==> src/rtl/npc_unit.sv <==
// Next-PC selection for the F/D pipeline: resolves branches, jumps and register
// jumps in D, redirects fetch one edge later, and halts on a bad redirect.
module npc_unit #(
  parameter logic [31:0] RESET_PC = 32'h0000_3000
) (
  input  logic        clk,
  input  logic        reset,
  input  logic        stall,
  input  logic        br_valid,
  input  logic [2:0]  br_type,
  input  logic [2:0]  cmp_flags,
  input  logic [31:0] pc_d,
  input  logic [15:0] imm16,
  input  logic        j_valid,
  input  logic [25:0] imm26,
  input  logic        jr_valid,
  input  logic [31:0] rs_val,
  output logic [31:0] pc_f,
  output logic        taken,
  output logic        addr_err,
  output logic [15:0] br_cnt,
  output logic [15:0] tk_cnt
);

  typedef enum logic {RUN, HALT_ERR} state_t;

  localparam logic [2:0] BEQ  = 3'b000;
  localparam logic [2:0] BNE  = 3'b001;
  localparam logic [2:0] BLEZ = 3'b010;
  localparam logic [2:0] BGTZ = 3'b011;
  localparam logic [2:0] BLTZ = 3'b100;
  localparam logic [2:0] BGEZ = 3'b101;

  state_t      state_reg;
  logic [31:0] pc_reg;
  logic        taken_reg;
  logic        addr_err_reg;
  logic [15:0] br_cnt_reg;
  logic [15:0] tk_cnt_reg;

  logic        flag_eq, flag_ltz, flag_eqz;
  logic        br_cond;
  logic        br_illegal;
  logic [31:0] pc_d_plus4;
  logic [31:0] br_target;
  logic [31:0] j_target;
  logic        redirect;
  logic [31:0] target;
  logic        bad_redirect;

  assign {flag_eq, flag_ltz, flag_eqz} = cmp_flags;

  always_comb begin
    br_cond = 1'b0;
    case (br_type)
      BEQ:     br_cond = flag_eq;
      BNE:     br_cond = !flag_eq;
      BLEZ:    br_cond = flag_ltz | flag_eqz;
      BGTZ:    br_cond = !flag_ltz & !flag_eqz;
      BLTZ:    br_cond = flag_ltz;
      BGEZ:    br_cond = !flag_ltz;
      default: br_cond = 1'b0;
    endcase
  end

  assign br_illegal = br_valid && (br_type[2:1] == 2'b11);
  assign pc_d_plus4 = pc_d + 32'd4;
  assign br_target  = pc_d_plus4 + {{14{imm16[15]}}, imm16, 2'b00};
  assign j_target   = {pc_d_plus4[31:28], imm26, 2'b00};

  // Priority: register jump, then direct jump, then a taken branch.
  always_comb begin
    redirect = 1'b0;
    target   = 32'd0;
    if (jr_valid) begin
      redirect = 1'b1;
      target   = rs_val;
    end else if (j_valid) begin
      redirect = 1'b1;
      target   = j_target;
    end else if (br_valid && !br_illegal && br_cond) begin
      redirect = 1'b1;
      target   = br_target;
    end
  end

  assign bad_redirect = br_illegal || (redirect && (target[1:0] != 2'b00));

  always_ff @(posedge clk or posedge reset) begin
    if (reset) begin
      state_reg    <= RUN;
      pc_reg       <= RESET_PC;
      taken_reg    <= 1'b0;
      addr_err_reg <= 1'b0;
      br_cnt_reg   <= 16'd0;
      tk_cnt_reg   <= 16'd0;
    end else begin
      case (state_reg)
        RUN: begin
          if (!stall) begin
            if (bad_redirect) begin
              // Abort the transfer entirely: fetch and counters stay put.
              state_reg    <= HALT_ERR;
              addr_err_reg <= 1'b1;
              taken_reg    <= 1'b0;
            end else begin
              pc_reg    <= redirect ? target : pc_reg + 32'd4;
              taken_reg <= redirect;
              if (br_valid && (br_cnt_reg != 16'hFFFF))
                br_cnt_reg <= br_cnt_reg + 16'd1;
              if (redirect && (tk_cnt_reg != 16'hFFFF))
                tk_cnt_reg <= tk_cnt_reg + 16'd1;
            end
          end
        end
        default: begin
          taken_reg <= 1'b0;
        end
      endcase
    end
  end

  assign pc_f     = pc_reg;
  assign taken    = taken_reg;
  assign addr_err = addr_err_reg;
  assign br_cnt   = br_cnt_reg;
  assign tk_cnt   = tk_cnt_reg;

endmodule

==> config.mk <==
export PLATFORM = sky130hd
export DESIGN_NAME = npc_unit
export DESIGN_NICKNAME = d
export VERILOG_FILES = /design/src/rtl/npc_unit.sv
export SDC_FILE = /design/constraint.sdc
export NUM_CORES = 1
export LEC_CHECK = 0
export CORE_ASPECT_RATIO = 1.5
export CORE_UTILIZATION = 45
export DETAILED_ROUTE_END_ITERATION = 6
export HOLD_SLACK_MARGIN = 0.1
export PLACE_DENSITY = 0.87
export SYNTH_ARGS = -nofsm -noshare
export SYNTH_HDL_FRONTEND = slang
export SYNTH_SLANG_ARGS = --single-unit
==> constraint.sdc <==
create_clock -name clk -period 4.8 [get_ports clk]
set_clock_uncertainty 0.15 [all_clocks]
set_input_delay 1.44 -clock clk [delete_from_list [all_inputs] [get_ports clk]]
set_output_delay 1.44 -clock clk [all_outputs]
set_load 0.005 [all_outputs]
==> results of run 1 <==
## worst paths after layout
check                      depth (start not counted)  startpoint  slack [ps]          to
setup / recovery                                  16     pc_d[2]         120    pc_f[25]
hold / removal                                     1   state_reg         320       taken
setup reg to reg                                   8    pc_f[12]        1800    pc_f[31]
hold reg to reg                                    1   state_reg         320       taken
max in group asynchronous                          3       reset        2300    pc_f[13]
min in group asynchronous                          2       reset        1400  tk_cnt[13]
## layout make-up
cell class / instances / area, sq um / area share (%)
multi-input combinational: 676 / 4500 / 47.3
timing repair buffer: 299 / 2720 / 28.5
sequential: 67 / 1680 / 17.6
clock buffer: 9 / 225 / 2.37
tap: 162 / 203 / 2.13
clock inverter: 7 / 116 / 1.22
inverter: 20 / 75.1 / 0.789
## cell usage in the layout, fill, tap and decap left out, drive strengths merged, types with 5 or more instances in the layout
master,count
a21boi,6
nor2,60
o21ai,69
o31ai,8
inv,20
o21a,7
and3,24
o21bai,5
nor3b,7
nand2,86
nand3,50
a211oi,7
dfrtp,65
buf,116
xor2,26
xnor2,57
a221oi,7
nor3,27
and2,6
ha,38
o211ai,8
clkdlybuf4s50,183
a31oi,7
and4,10
a22oi,11
a21o,7
a21oi,61
nor4,5
nand4,18
clkbuf,9
## per-layer routing
| layer | wire (microns) | vias to the layer above | GRT usage, % |
|---|---|---|---|
| li1 | - | 3516 | - |
| met1 | 8040 | 3439 | 32.9 |
| met2 | 11300 | 434 | 55.2 |
| met3 | 1570 | 106 | 4.38 |
| met4 | 1380 | 0 | 21.5 |
| met5 | 0 | - | 0 |
## power groups by stage
stage	clock [mW]	sequential, mW	combinational [mW]
after floorplan	0	0.753	0.390
after global placement	0	0.773	0.855
after detailed placement	0	0.776	0.875
after CTS	0.764	0.769	0.885
after global routing	0.788	0.786	0.978
final	0.762	0.775	0.906
## stage by stage
stage / hold slack (ps) / std cells / setup TNS (ps)
floorplan: 266 / 793 / 0
global placement: 277 / 1223 / -988
detailed placement: 309 / 1223 / -1800
CTS: 314 / 1239 / 0
global route: 334 / 1240 / -91.4
finish: 319 / 1240 / 0
## repair_timing
action	in CTS	in global routing
resized for setup	0	29
endpoints found under the hold margin	0	0
setup endpoints to repair	0	13
buffers inserted	0	1
## cells by family (layout without fill, tap and decap cells)
logic type,count (synthesis),after routing,share of synthesized area (%)
flip-flops,67,67,26.7
AO/OA/AOI/OAI,243,243,25.3
multiplexers,3,3,0.577
XOR/XNOR,83,83,11.7
AND/OR/NAND/NOR,308,308,24.7
buffers and inverters,50,335,3.18
adder cells (fa/ha/maj),39,39,7.88
## critical path: cells and delay by family
family / cells / cell delay [ps]
AND/OR/NAND/NOR: 2 / 240
adder cells (fa/ha/maj): 2 / 570
buffers and inverters: 4 / 990
XOR/XNOR: 2 / 290
AO/OA/AOI/OAI: 6 / 1240
==> results.txt, run 1 <==
Core area: 0.0136 sq mm
GR Overflow Total: 0
H-tree depth: 3
WP data required: 4890 ps
Total number of vias: 7495
Top post-synthesis cells by count: nand2_1 (84), dfrtp_1 (65), o21ai_0 (64), a21oi_1 (61), nor2_1 (59)
Top-area cell type share of the netlist area: 25.9%
RSZ-0062 raised after global routing: yes
IO Count: 184
CP Max Fanout: 4
Total clock sinks: 67
Die ar.: 0.0145 sq mm
Skew-Pair Late Insertion Delay: 340 ps
Chip Width: 98.5 microns
Flop pwr share: 31.7%
CP peak stage delay: 530 ps
Prevailing post-synth register cell: dfrtp_1
Vert. Die Dim: 147 microns
Mapped Area: 0.00629 sq mm
Crit path cell chain: clkdlybuf4s50_1, buf_4, ha_1, nand3_1, xnor2_1, ha_1, a21oi_1, o21ai_0, a2111oi_1, nor3_1, buf_4, a21boi_1, buf_4, o21ai_0, xnor2_1, o21ai_0
MaxCap Viol Count: 0
Post-DR vias/cell: 6.04
Switching share of power: 32.0%
# rows: 52
Min-delay worst type: reg -> reg
Initial Util: 46.3%
All-Layer GR Usage: 30.8%
Fin. Hold Viols: 0
Final setup violation count: 0
Cts hold-fix bufs: 0
Slew headroom: 36.9%
PwrDens: 257 mW/mm^2
Layout Utilization: 70.0%
Mapped Avg Cell Area: 7.93 sq um
P_leak: 3.94 nW
Flops & latches, synth: 67
Comb pwr share: 37.1%
Crit-path slowest cell: clkdlybuf4s50_1
Placement Cell Area: 0.00908 sq mm
Clk buf depth: 2
First-pass GRT wire length: 35700 microns
CP Launch Type: input port
Crit share post-route: 97.6%
Cells after synthesis: 793
Ant diodes: 0
# DRC: 17
Final min period: 4680 ps
Fin worst setup slack: 117 ps
Post-synth EDFFs: 0
Status: finished with violations
Post-DRT Antenna Nets: 0
Max Freq: 214 MHz
Crit end category: flip-flop
Overall Power: 2.44 mW
Layout cells sized above 1: 16.4%
Worst Tran Pin Value: 937 ps
Gp weighted congestion: 0.909
Area growth syn-to-layout: 51.3%
Final wirelength: 22300 microns
Cell-internal power: 1.66 mW
Max rail drop VDD: 0.185 mV
Largest net degree at the start of global routing: 41
CP Class: in -> reg
DP Worst Slack: -223 ps
Failing checks: design-rule violations
Drt wl/cell: 18.0 microns
Port bufs: 183
Nets@finish: 1230
Clock slew at reported path FFs: 60 ps
DP Wirelength: 17600 microns
Syn nets: 950
Sequential fraction of the synthesis area: 26.7%
Largest area contributor in the netlist: dfrtp_1
Vias in the first global route: 7530
Cell variety after synth: 73
Synthesis Warnings: 0
Final Cell Area: 0.00952 sq mm
Max reg flops: 32
Drt first pass iters: 7
WP data arrival: 4770 ps
Initial drt markers: 554
Clock power share: 31.2%
Switch Pwr: 0.782 mW
Initial antenna violation count: 0
Clock tree root buffer cell: clkbuf_16
CTS buffer count: 9
Fill cells: 1012
CTS tree: yes
Asr flop ratio synth: 100%
Final Slew Violations: 0
Largest cells by area after synthesis: dfrtp_1 (26%), xnor2_1 (7.9%), ha_1 (7.6%), o21ai_0 (5.1%), nand2_1 (5.0%)
Count leader, synth: nand2_1
No activity file was read; power rests on OpenSTA's default activity.
==> run 2, diff against run 1 <==
--- a/config.mk
+++ b/config.mk
@@ -8,8 +8,10 @@
 export CORE_ASPECT_RATIO = 1.5
 export CORE_UTILIZATION = 45
 export DETAILED_ROUTE_END_ITERATION = 6
+export GPL_ROUTABILITY_DRIVEN = 0
 export HOLD_SLACK_MARGIN = 0.1
 export PLACE_DENSITY = 0.87
 export SYNTH_ARGS = -nofsm -noshare
 export SYNTH_HDL_FRONTEND = slang
 export SYNTH_SLANG_ARGS = --single-unit
+export TNS_END_PERCENT = 20
==> results.txt, run 2 (synthesis results as in run 1) <==
Port bufs: 183 (unchanged)
CP Class: in -> reg
Failing checks: design-rule violations
All-Layer GR Usage: 31.3% (+0.56 points)
CTS buffer count: 9 (unchanged)
Core area: 0.0136 sq mm (unchanged)
DP Wirelength: 17600 microns (about the same)
Slew headroom: 35.9% (-1.1 points)
Crit-path slowest cell: clkdlybuf4s50_1
GR Overflow Total: 0 (unchanged)
Total number of vias: 7576 (+1.1%)
Status: finished with violations
Comb pwr share: 37.7% (+0.6 points)
H-tree depth: 3 (unchanged)
Area growth syn-to-layout: 52.2%
Chip Width: 98.5 microns (unchanged)
P_leak: 3.99 nW (+1.3%)
Max reg flops: 32 (unchanged)
Worst Tran Pin Value: 959 ps (+21.6 ps)
Min-delay worst type: reg -> reg
Worst r2r src: pc_f[2]
CTS tree: yes
Clock tree root buffer cell: clkbuf_16
Reg2reg path depth: 9 (+1)
# DRC: 12 (-5)
Crit end category: flip-flop
Nets@finish: 1233 (+0.24%)
Post-DRT Antenna Nets: 0 (unchanged)
Max Freq: 211 MHz (-1.2%)
Cts hold-fix bufs: 0 (unchanged)
Cell-internal power: 1.63 mW (-2.0%)
PwrDens: 253 mW/mm^2 (-1.5%)
Crit share post-route: 98.8% (+1.2 points)
Post-DR vias/cell: 6.09 (+0.84%)
WP depth: 15 (-1)
MaxCap Viol Count: 0 (unchanged)
R2R setup slack: 2000 ps (+200 ps)
WP data required: 4860 ps (-30 ps)
First-pass GRT wire length: 36100 microns (+1.1%)
Switching share of power: 32.8% (+0.78 points)
Setup TNS: 0 ps (unchanged)
Initial antenna violation count: 0 (unchanged)
CP Max Fanout: 4 (unchanged)
Most frequent cells in the layout: clkdlybuf4s50_1 (179), buf_4 (119), nand2_1 (83)
Cell family with most CP delay: simple AND/OR/NAND/NOR gates
Layout cells sized above 1: 17.5% (+1.1 points)
CP Launch Type: input port
Final setup violation count: 0 (unchanged)
Switch Pwr: 0.793 mW (+1.5%)
CP endpoint: pc_f[28]
Buffers & Inverters on Critical Path: 2 (-2)
Final wirelength: 22700 microns (+2.1%)
Flop pwr share: 32.0% (+0.3 points)
Crit path cell chain: clkdlybuf4s50_1, nand3_2, nor3_2, buf_4, nand2_1, xnor2_2, ha_1, a21oi_2, o21ai_1, o41ai_2, and3_1, nor3_1, or4_1, o2111ai_1, a21oi_1
CP peak stage delay: 530 ps (about the same)
Clk buf depth: 2 (unchanged)
DP Worst Slack: -335 ps (-112 ps)
Fin worst setup slack: 58.4 ps (-58.4 ps)
Fill cells: 975 (-3.7%)
IO Count: 184 (unchanged)
Ant diodes: 0 (unchanged)
Reg2reg end: pc_f[28]
Commonest non-fill, non-tap cell in the layout: clkdlybuf4s50_1
Initial drt markers: 516 (-6.9%)
Max rail drop VDD: 0.180 mV (-2.7%)
Largest net degree at the start of global routing: 42 (+2.4%)
Final min period: 4740 ps (+58.4 ps)
Die ar.: 0.0145 sq mm (unchanged)
Drt first pass iters: 7 (unchanged)
# rows: 52 (unchanged)
Crit. Startpoint: pc_d[2]
Vert. Die Dim: 147 microns (unchanged)
Layout Utilization: 70.4% (+0.41 points)
Total clock sinks: 67 (unchanged)
WP data arrival: 4800 ps (+30 ps)
Vias in the first global route: 7596 (+0.88%)
Skew-Pair Late Insertion Delay: 340 ps (about the same)
Clock power share: 30.3% (-0.9 points)
Drt wl/cell: 18.3 microns (+1.8%)
Clock slew at reported path FFs: 60 ps (about the same)
Final Slew Violations: 0 (unchanged)
Initial Util: 46.3% (unchanged)
Fin. Hold Viols: 0 (unchanged)
run 2: final cells by class:
class                   count  area, sq um  share of cell area (%)
multi-input cells         676         4550                    47.6
repair buffers            302         2740                    28.6
flip-flops and latches     67         1680                    17.5
clock buffers              10          239                    2.50
well taps                 162          203                    2.12
clock inverters             6         88.8                   0.928
inverters                  20         75.1                   0.784
run 2: worst min-delay path by stage:
| stage | startpoint | end | slack [ps] | depth (start not counted) |
|---|---|---|---|---|
| 2_1_floorplan | state_reg | taken | 270 | 1 |
| 3_3_place_gp | state_reg | taken | 280 | 1 |
| 3_5_place_dp | state_reg | taken | 290 | 1 |
| 4_1_cts | state_reg | taken | 300 | 1 |
| 5_1_grt | state_reg | taken | 310 | 1 |
| 6_report | state_reg | taken | 300 | 1 |
run 2: routing by layer:
| metal | vias to the layer above | GRT usage (%) | share of wire (%) |
|---|---|---|---|
| met5 | - | 0 | 0 |
| met4 | 0 | 20.8 | 5.8 |
| met3 | 114 | 4.04 | 7.0 |
| met2 | 436 | 56.2 | 51 |
| met1 | 3499 | 34.3 | 37 |
| li1 | 3527 | - | - |
run 2: stage by stage:
step,total power [mW],hold WS [ps],instance area [sq um],instances
final,2.42,300,9570,1243
after global routing,2.52,312,9570,1243
after CTS,2.38,295,9410,1242
after detailed placement,1.65,290,9090,1226
after global placement,1.63,279,9090,1226
after floorplan,1.14,266,6290,793
run 2: timing repair:
item                       4_1_cts  5_1_grt
gates resized for setup          0       39
setup endpoints to repair        0       13
setup buffers                    0        1
run 2: power groups by stage:
| stage | registers, mW | logic [mW] | clock network, mW |
|---|---|---|---|
| 2_1_floorplan | 0.753 | 0.390 | 0 |
| 3_3_place_gp | 0.773 | 0.857 | 0 |
| 3_5_place_dp | 0.777 | 0.874 | 0 |
| 4_1_cts | 0.770 | 0.879 | 0.729 |
| 5_1_grt | 0.785 | 0.986 | 0.753 |
| 6_report | 0.775 | 0.913 | 0.733 |
